File: config.mk
export PLATFORM = sky130hd
export DESIGN_NAME = conv_wave_sequencer
export DESIGN_NICKNAME = d
export VERILOG_FILES = /design/src/rtl/conv_wave_sequencer.sv
export SDC_FILE = /design/constraint.sdc
export NUM_CORES = 1
export LEC_CHECK = 0
export CAP_MARGIN = 15
export CORE_ASPECT_RATIO = 0.6
export CORE_UTILIZATION = 55
export DETAILED_ROUTE_END_ITERATION = 6
export GPL_TIMING_DRIVEN = 0
export PLACE_DENSITY = 0.82
export SYNTH_ARGS = -nofsm -noshare
export SYNTH_HDL_FRONTEND = slang
export SYNTH_SLANG_ARGS = --single-unit
export TNS_END_PERCENT = 1
File: constraint.sdc
create_clock -name clk_i -period 5.4 [get_ports clk_i]
set_clock_uncertainty 0.15 [all_clocks]
set_input_delay 1.08 -clock clk_i [delete_from_list [all_inputs] [get_ports clk_i]]
set_output_delay 1.08 -clock clk_i [all_outputs]
set_load 0.01 [all_outputs]
File: src/rtl/conv_wave_sequencer.sv
// Row-wave sequencer for the conv engine: validates the layer shape, steps kernel rows
// into the systolic array, pops input-buffer columns and requests row refills.
module conv_wave_sequencer #(
    parameter int BANK_WIDTH = 64,
    parameter int ROW_W      = 16
) (
    input  logic                  clk_i,
    input  logic                  rst_async_n_i,
    input  logic                  start_i,
    input  logic [31:0]           cfg_img_w_i,
    input  logic [31:0]           cfg_img_h_i,
    input  logic [3:0]            cfg_kernel_r_i,
    output logic                  ib_start_o,
    input  logic                  ib_ready_i,
    output logic [BANK_WIDTH-1:0] pop_o,
    output logic                  pre_wave_done_o,
    input  logic                  sa_ready_i,
    output logic                  wave_valid_o,
    output logic [3:0]            kr_idx_o,
    output logic [ROW_W-1:0]      row_idx_o,
    output logic                  busy_o,
    output logic                  done_o,
    output logic                  err_cfg_o
);

    // state       | meaning
    // IDLE        | waiting for start_i, indices hold last layer's values
    // CHECK       | shape validation, err or prefetch kick
    // PREFETCH    | waiting for the first full window
    // WAVE        | stepping kernel rows into the array
    // RETIRE      | row consumed, request refill if rows remain
    // GUARD       | one dead cycle so a stale ib_ready is not trusted
    // WAIT_REFILL | waiting for the refilled row
    // DONE        | layer complete pulse
    typedef enum logic [2:0] {
        S_IDLE,
        S_CHECK,
        S_PREFETCH,
        S_WAVE,
        S_RETIRE,
        S_GUARD,
        S_WAIT_REFILL,
        S_DONE
    } state_e;

    state_e          state_q, state_d;
    logic [31:0]     img_w_q, img_w_d;
    logic [31:0]     img_h_q, img_h_d;
    logic [3:0]      kernel_q, kernel_d;
    logic [3:0]      kr_idx_q, kr_idx_d;
    logic [ROW_W-1:0] row_idx_q, row_idx_d;
    logic [31:0]     fetched_q, fetched_d;

    logic [31:0]           k_ext;
    logic                  cfg_illegal;
    logic                  last_kr;
    logic [ROW_W-1:0]      row_inc;
    logic [31:0]           rows_total;
    logic                  last_row;
    logic                  refill_needed;
    logic [BANK_WIDTH-1:0] col_mask;
    logic                  advance_row;

    logic                  ib_start;
    logic [BANK_WIDTH-1:0] pop;
    logic                  pre_wave_done;
    logic                  wave_valid;
    logic                  done;
    logic                  err_cfg;

    always_comb begin
        k_ext         = {28'd0, kernel_q};
        cfg_illegal   = (kernel_q == 4'd0) || (img_w_q == 32'd0) ||
                        (img_w_q > 32'(BANK_WIDTH)) || (k_ext > img_w_q) ||
                        (img_h_q < (k_ext + 32'd1));
        last_kr       = (kr_idx_q == (kernel_q - 4'd1));
        row_inc       = row_idx_q + ROW_W'(1);
        rows_total    = img_h_q - k_ext + 32'd1;
        last_row      = (32'(row_inc) == rows_total);
        refill_needed = (fetched_q < img_h_q);
        for (int i = 0; i < BANK_WIDTH; i++) begin
            col_mask[i] = (32'(i) < img_w_q);
        end
    end

    always_comb begin
        state_d       = state_q;
        img_w_d       = img_w_q;
        img_h_d       = img_h_q;
        kernel_d      = kernel_q;
        kr_idx_d      = kr_idx_q;
        row_idx_d     = row_idx_q;
        fetched_d     = fetched_q;
        advance_row   = 1'b0;
        ib_start      = 1'b0;
        pop           = '0;
        pre_wave_done = 1'b0;
        wave_valid    = 1'b0;
        done          = 1'b0;
        err_cfg       = 1'b0;

        case (state_q)
            S_IDLE: begin
                if (start_i) begin
                    img_w_d  = cfg_img_w_i;
                    img_h_d  = cfg_img_h_i;
                    kernel_d = cfg_kernel_r_i;
                    state_d  = S_CHECK;
                end
            end
            S_CHECK: begin
                if (cfg_illegal) begin
                    err_cfg = 1'b1;
                    state_d = S_IDLE;
                end else begin
                    ib_start = 1'b1;
                    state_d  = S_PREFETCH;
                end
            end
            S_PREFETCH: begin
                if (ib_ready_i) begin
                    row_idx_d = '0;
                    kr_idx_d  = 4'd0;
                    fetched_d = k_ext + 32'd1;
                    state_d   = S_WAVE;
                end
            end
            S_WAVE: begin
                wave_valid = 1'b1;
                if (sa_ready_i) begin
                    if (last_kr) begin
                        pop     = col_mask;
                        state_d = S_RETIRE;
                    end else begin
                        kr_idx_d = kr_idx_q + 4'd1;
                    end
                end
            end
            S_RETIRE: begin
                if (refill_needed) begin
                    pre_wave_done = 1'b1;
                    fetched_d     = fetched_q + 32'd1;
                    state_d       = S_GUARD;
                end else begin
                    advance_row = 1'b1;
                end
            end
            S_GUARD: begin
                state_d = S_WAIT_REFILL;
            end
            S_WAIT_REFILL: begin
                if (ib_ready_i) begin
                    advance_row = 1'b1;
                end
            end
            S_DONE: begin
                done    = 1'b1;
                state_d = S_IDLE;
            end
            default: begin
                state_d = S_IDLE;
            end
        endcase

        // Shared exit from RETIRE (no refill) and WAIT_REFILL
        if (advance_row) begin
            row_idx_d = row_inc;
            if (last_row) begin
                state_d = S_DONE;
            end else begin
                kr_idx_d = 4'd0;
                state_d  = S_WAVE;
            end
        end
    end

    always_ff @(posedge clk_i or negedge rst_async_n_i) begin
        if (!rst_async_n_i) begin
            state_q   <= S_IDLE;
            img_w_q   <= '0;
            img_h_q   <= '0;
            kernel_q  <= '0;
            kr_idx_q  <= '0;
            row_idx_q <= '0;
            fetched_q <= '0;
        end else begin
            state_q   <= state_d;
            img_w_q   <= img_w_d;
            img_h_q   <= img_h_d;
            kernel_q  <= kernel_d;
            kr_idx_q  <= kr_idx_d;
            row_idx_q <= row_idx_d;
            fetched_q <= fetched_d;
        end
    end

    // All strobes decode from state_q, so the async reset clears them immediately
    assign ib_start_o      = ib_start;
    assign pop_o           = pop;
    assign pre_wave_done_o = pre_wave_done;
    assign wave_valid_o    = wave_valid;
    assign done_o          = done;
    assign err_cfg_o       = err_cfg;
    assign busy_o          = (state_q != S_IDLE);
    assign kr_idx_o        = kr_idx_q;
    assign row_idx_o       = row_idx_q;

endmodule

==> results.sh <==
export IMPL_slowest_stage="nor4_4"
export IMPL_hpwlAfterDp_um=25200
export IMPL_pwr_share_seq_pct=19.2
export IMPL_setup_viol=0
export IMPL_met1_usage_pct=53.1
export IMPL_fill_cells=1342
export IMPL_drive_gt1_share_pct=6.94
export IMPL_gr_total_overflow=0
export IMPL_track_usage_pct=35.1
export IMPL_synth_warnings=0
export IMPL_worst_slew_pin_transition_ns=0.865
export IMPL_cts_buffer_depth=2
export IMPL_p_sw_w=0.00376
export IMPL_die_area_um2=18800
export IMPL_timing_final_crit_share_pct=97.2
export IMPL_cp_top_family="simple AND/OR/NAND/NOR gates"
export IMPL_wl_per_cell_um=20.0
export IMPL_numCtsBuffers=17
export IMPL_leakagePower_nw=5.46
export IMPL_cts_root_buf="clkbuf_16"
export IMPL_core_area_um2=17500
export IMPL_cts_tree="built"
export IMPL_path_common_cell="clkbuf_1"
export IMPL_drt_wl_total_um=32900
export IMPL_ys_ff_latch=123
export IMPL_cp_num_buf_inv=3
export IMPL_vias_per_cell=6.21
export IMPL_p_int_w=0.00395
export IMPL_seq_area_um2=3080
export IMPL_dr_pass1_iters=7
export IMPL_drt_iter0_markers=1369
export IMPL_crit_chain="nor4_1, nand4_1, nor4_4, nor2b_1, clkbuf_1, or2_2, clkbuf_1, o21ai_0, clkdlybuf4s50_1"
export IMPL_synth_nets=1388
export IMPL_ys_types=79
export IMPL_vias=10200
export IMPL_gr_usage_met2_pct=49.1
export IMPL_peakVddDrop_uv=291
export IMPL_portBuffers=162
export IMPL_drc=2
export IMPL_p_sw_share_pct=48.8
export IMPL_power_density_nw_per_um2=610
export IMPL_cp_max_fo=10
export IMPL_busiest_layer="met1"
export IMPL_clock_sinks=123
export IMPL_synth_async_reset_ratio_pct=100
export IMPL_failed_checks="DRC"
export IMPL_rsz0062_at_grt="false"
export IMPL_hold_viol_final=0
export IMPL_hold_path_class="reg2reg"
export IMPL_die_x_um=176
export IMPL_maxSlewViolCount=0
export IMPL_grt_pass1_vias=9334
export IMPL_syn_area_um2=10000
export IMPL_syn_avg_cell_area_um2=8.25
export IMPL_crit_required_ns=4.17
export IMPL_ys_seq_area_share_pct=30.6
export IMPL_fmax_ghz=0.191
export IMPL_synth_cells=1218
export IMPL_startpoint_type="flip-flop"
export IMPL_multiInputGateArea_um2=6490
export IMPL_drv_cap=0
export IMPL_htreeDepth=4
export IMPL_critical_path_arrival_ns=4.02
export IMPL_pwr_share_comb_pct=65.2
export IMPL_grt_max_degree=69
export IMPL_nNetsFinal=1570
export IMPL_critPathKind="reg2out"
export IMPL_die_height_um=107
export IMPL_use_met3_pct=10.5
export IMPL_clk_pin_slew_ns=0.06
export IMPL_pwr_share_clk_pct=15.6
export IMPL_final_cell_area_um2=12600
export IMPL_synth_edf_count=0
export IMPL_placed_cell_area_um2=12000
export IMPL_gp_congestion=1.01
export IMPL_antenna_found_initial=0
export IMPL_dp_slack_ns=0.391
export IMPL_fin_ws_ns=0.152
export IMPL_grt_pass1_wl_um=50900
export IMPL_area_growth_pct=25.8
export IMPL_crit_path_max_incr_delay_ns=0.54
export IMPL_ant_nets=0
export IMPL_end_kind="output port"
export IMPL_fin_crit_ns=5.25
export IMPL_start_util_pct=57.4
export IMPL_postCtsSetupBuffers=0
export IMPL_ys_flop_type="dfrtp_1"
export IMPL_clkLatencyLatePin_ns=0.44
export IMPL_relSlewSlack_pct=40.9
export IMPL_status="finished, violations left"
export IMPL_n_antenna_cell=0
export IMPL_rows=37
export IMPL_ios=163
cells in the mapped netlist, types with 15 or more instances:
library cell	n	area share, %
a21oi_1	101	5.0
clkbuf_1	54	2.0
dfrtp_1	123	31
ha_1	96	12
inv_1	79	3.0
mux2_2	29	3.3
nand2_1	125	4.7
nand2b_1	16	1.0
nand3_1	42	2.1
nand4_1	18	1.1
nor2_1	80	3.0
nor2b_1	15	0.93
nor3_1	31	1.5
nor4_1	18	1.1
o21ai_0	111	5.5
xnor2_1	57	5.0
xor2_1	15	1.3
power by group through the flow:
stage | sequential, W | clock [W] | combinational, W
final | 0.00148 | 0.00120 | 0.00503
after global routing | 0.00151 | 0.00125 | 0.00544
after CTS | 0.00146 | 0.00120 | 0.00486
after detailed placement | 0.00147 | 0 | 0.00479
after global placement | 0.00145 | 0 | 0.00473
after floorplan | 0.00140 | 0 | 0.00343
placed cells by master, fill, tap and decap left out, drive strengths merged, types with 7 or more instances in the layout:
master         instances
a21o                  12
nor2b                 15
nand3                 42
ha                    96
o31ai                 14
a21oi                102
nor3                  32
o21ai                114
o21a                  13
inv                   87
nor2                  81
nand2b                16
xor2                  15
nand2                125
clkdlybuf4s50        161
and2                   9
mux2                  29
nor4                  19
o211ai                14
xnor2                 57
or3                   10
a31oi                 11
clkbuf                72
nand4                 20
and3                  12
or2                    7
a211oi                10
dfrtp                123
final timing paths:
path | from | to | slack [ns] | depth (start not counted)
worst max-delay path | img_w_q[29] | pop_o[12] | 0.15 | 9
min in group asynchronous | rst_async_n_i | img_h_q[21] | 0.49 | 1
max in group asynchronous | rst_async_n_i | kernel_q[1] | 3.86 | 2
worst min register to register | img_w_q[7] | img_w_q[7] | 0.36 | 1
worst min-delay path | img_w_q[7] | img_w_q[7] | 0.36 | 1
worst max register to register | kernel_q[2] | state_q[2] | 0.56 | 14
state kept, by name (all words and copies together) (netlist names):
register	flops
kernel_q	4
state_q	3
fetched_q	32
img_w_q	32
img_h_q	32
kr_idx_o	4
row_idx_o	16
layer usage:
| metal | vias to the layer above | part of all wire, % |
|---|---|---|
| li1 | 4745 | - |
| met1 | 4901 | 46 |
| met2 | 539 | 41 |
| met3 | 48 | 12 |
| met4 | 0 | 1.1 |
| met5 | - | 0 |
kinds of logic (layout without fill, tap and decap cells):
| family | after synthesis | count (layout) | synth area share [%] |
|---|---|---|---|
| and+or+nand+nor | 409 | 409 | 20.5 |
| buffers and inverters | 137 | 332 | 5.14 |
| AOI/OAI and AO/OA | 343 | 343 | 21.0 |
| DFF | 123 | 123 | 30.6 |
| muxes | 35 | 35 | 3.85 |
| xor gates and xnor gates | 74 | 74 | 6.73 |
| adders and majority gates | 97 | 97 | 12.2 |
stage by stage:
| step | TNS (ns) | total power, W | utilization (%) | hold slack, ns | cells |
|---|---|---|---|---|---|
| 2_1_floorplan | 0 | 0.00483 | - | 0.331 | 1218 |
| 3_3_place_gp | -234.41 | 0.00618 | 68.3 | 0.340 | 1614 |
| 3_5_place_dp | 0 | 0.00626 | 68.5 | 0.348 | 1615 |
| 4_1_cts | 0 | 0.00752 | 72.1 | 0.363 | 1647 |
| 5_1_grt | 0 | 0.00820 | 72.2 | 0.372 | 1647 |
| 6_report | 0 | 0.00771 | 72.2 | 0.363 | 1647 |
cell type report:
type                            instances  share of cell area [%]
Inverter                               80                    2.38
Multi-Input combinational cell        958                    51.3
Tap cell                              234                    2.32
Timing Repair Buffer                  163                    13.1
Clock inverter                         14                    1.44
Sequential cell                       123                    24.4
Clock buffer                           18                    3.39
Buffer                                 57                    1.71
timing repair:
action / 4_1_cts / 5_1_grt
gates cloned: 0 / 0
hold endpoints to repair: 0 / 0
hold buffers: 0 / 0
endpoints found under the setup margin: 8 / 34
resized for setup: 2 / 7
(Power assumes the default switching activity.)
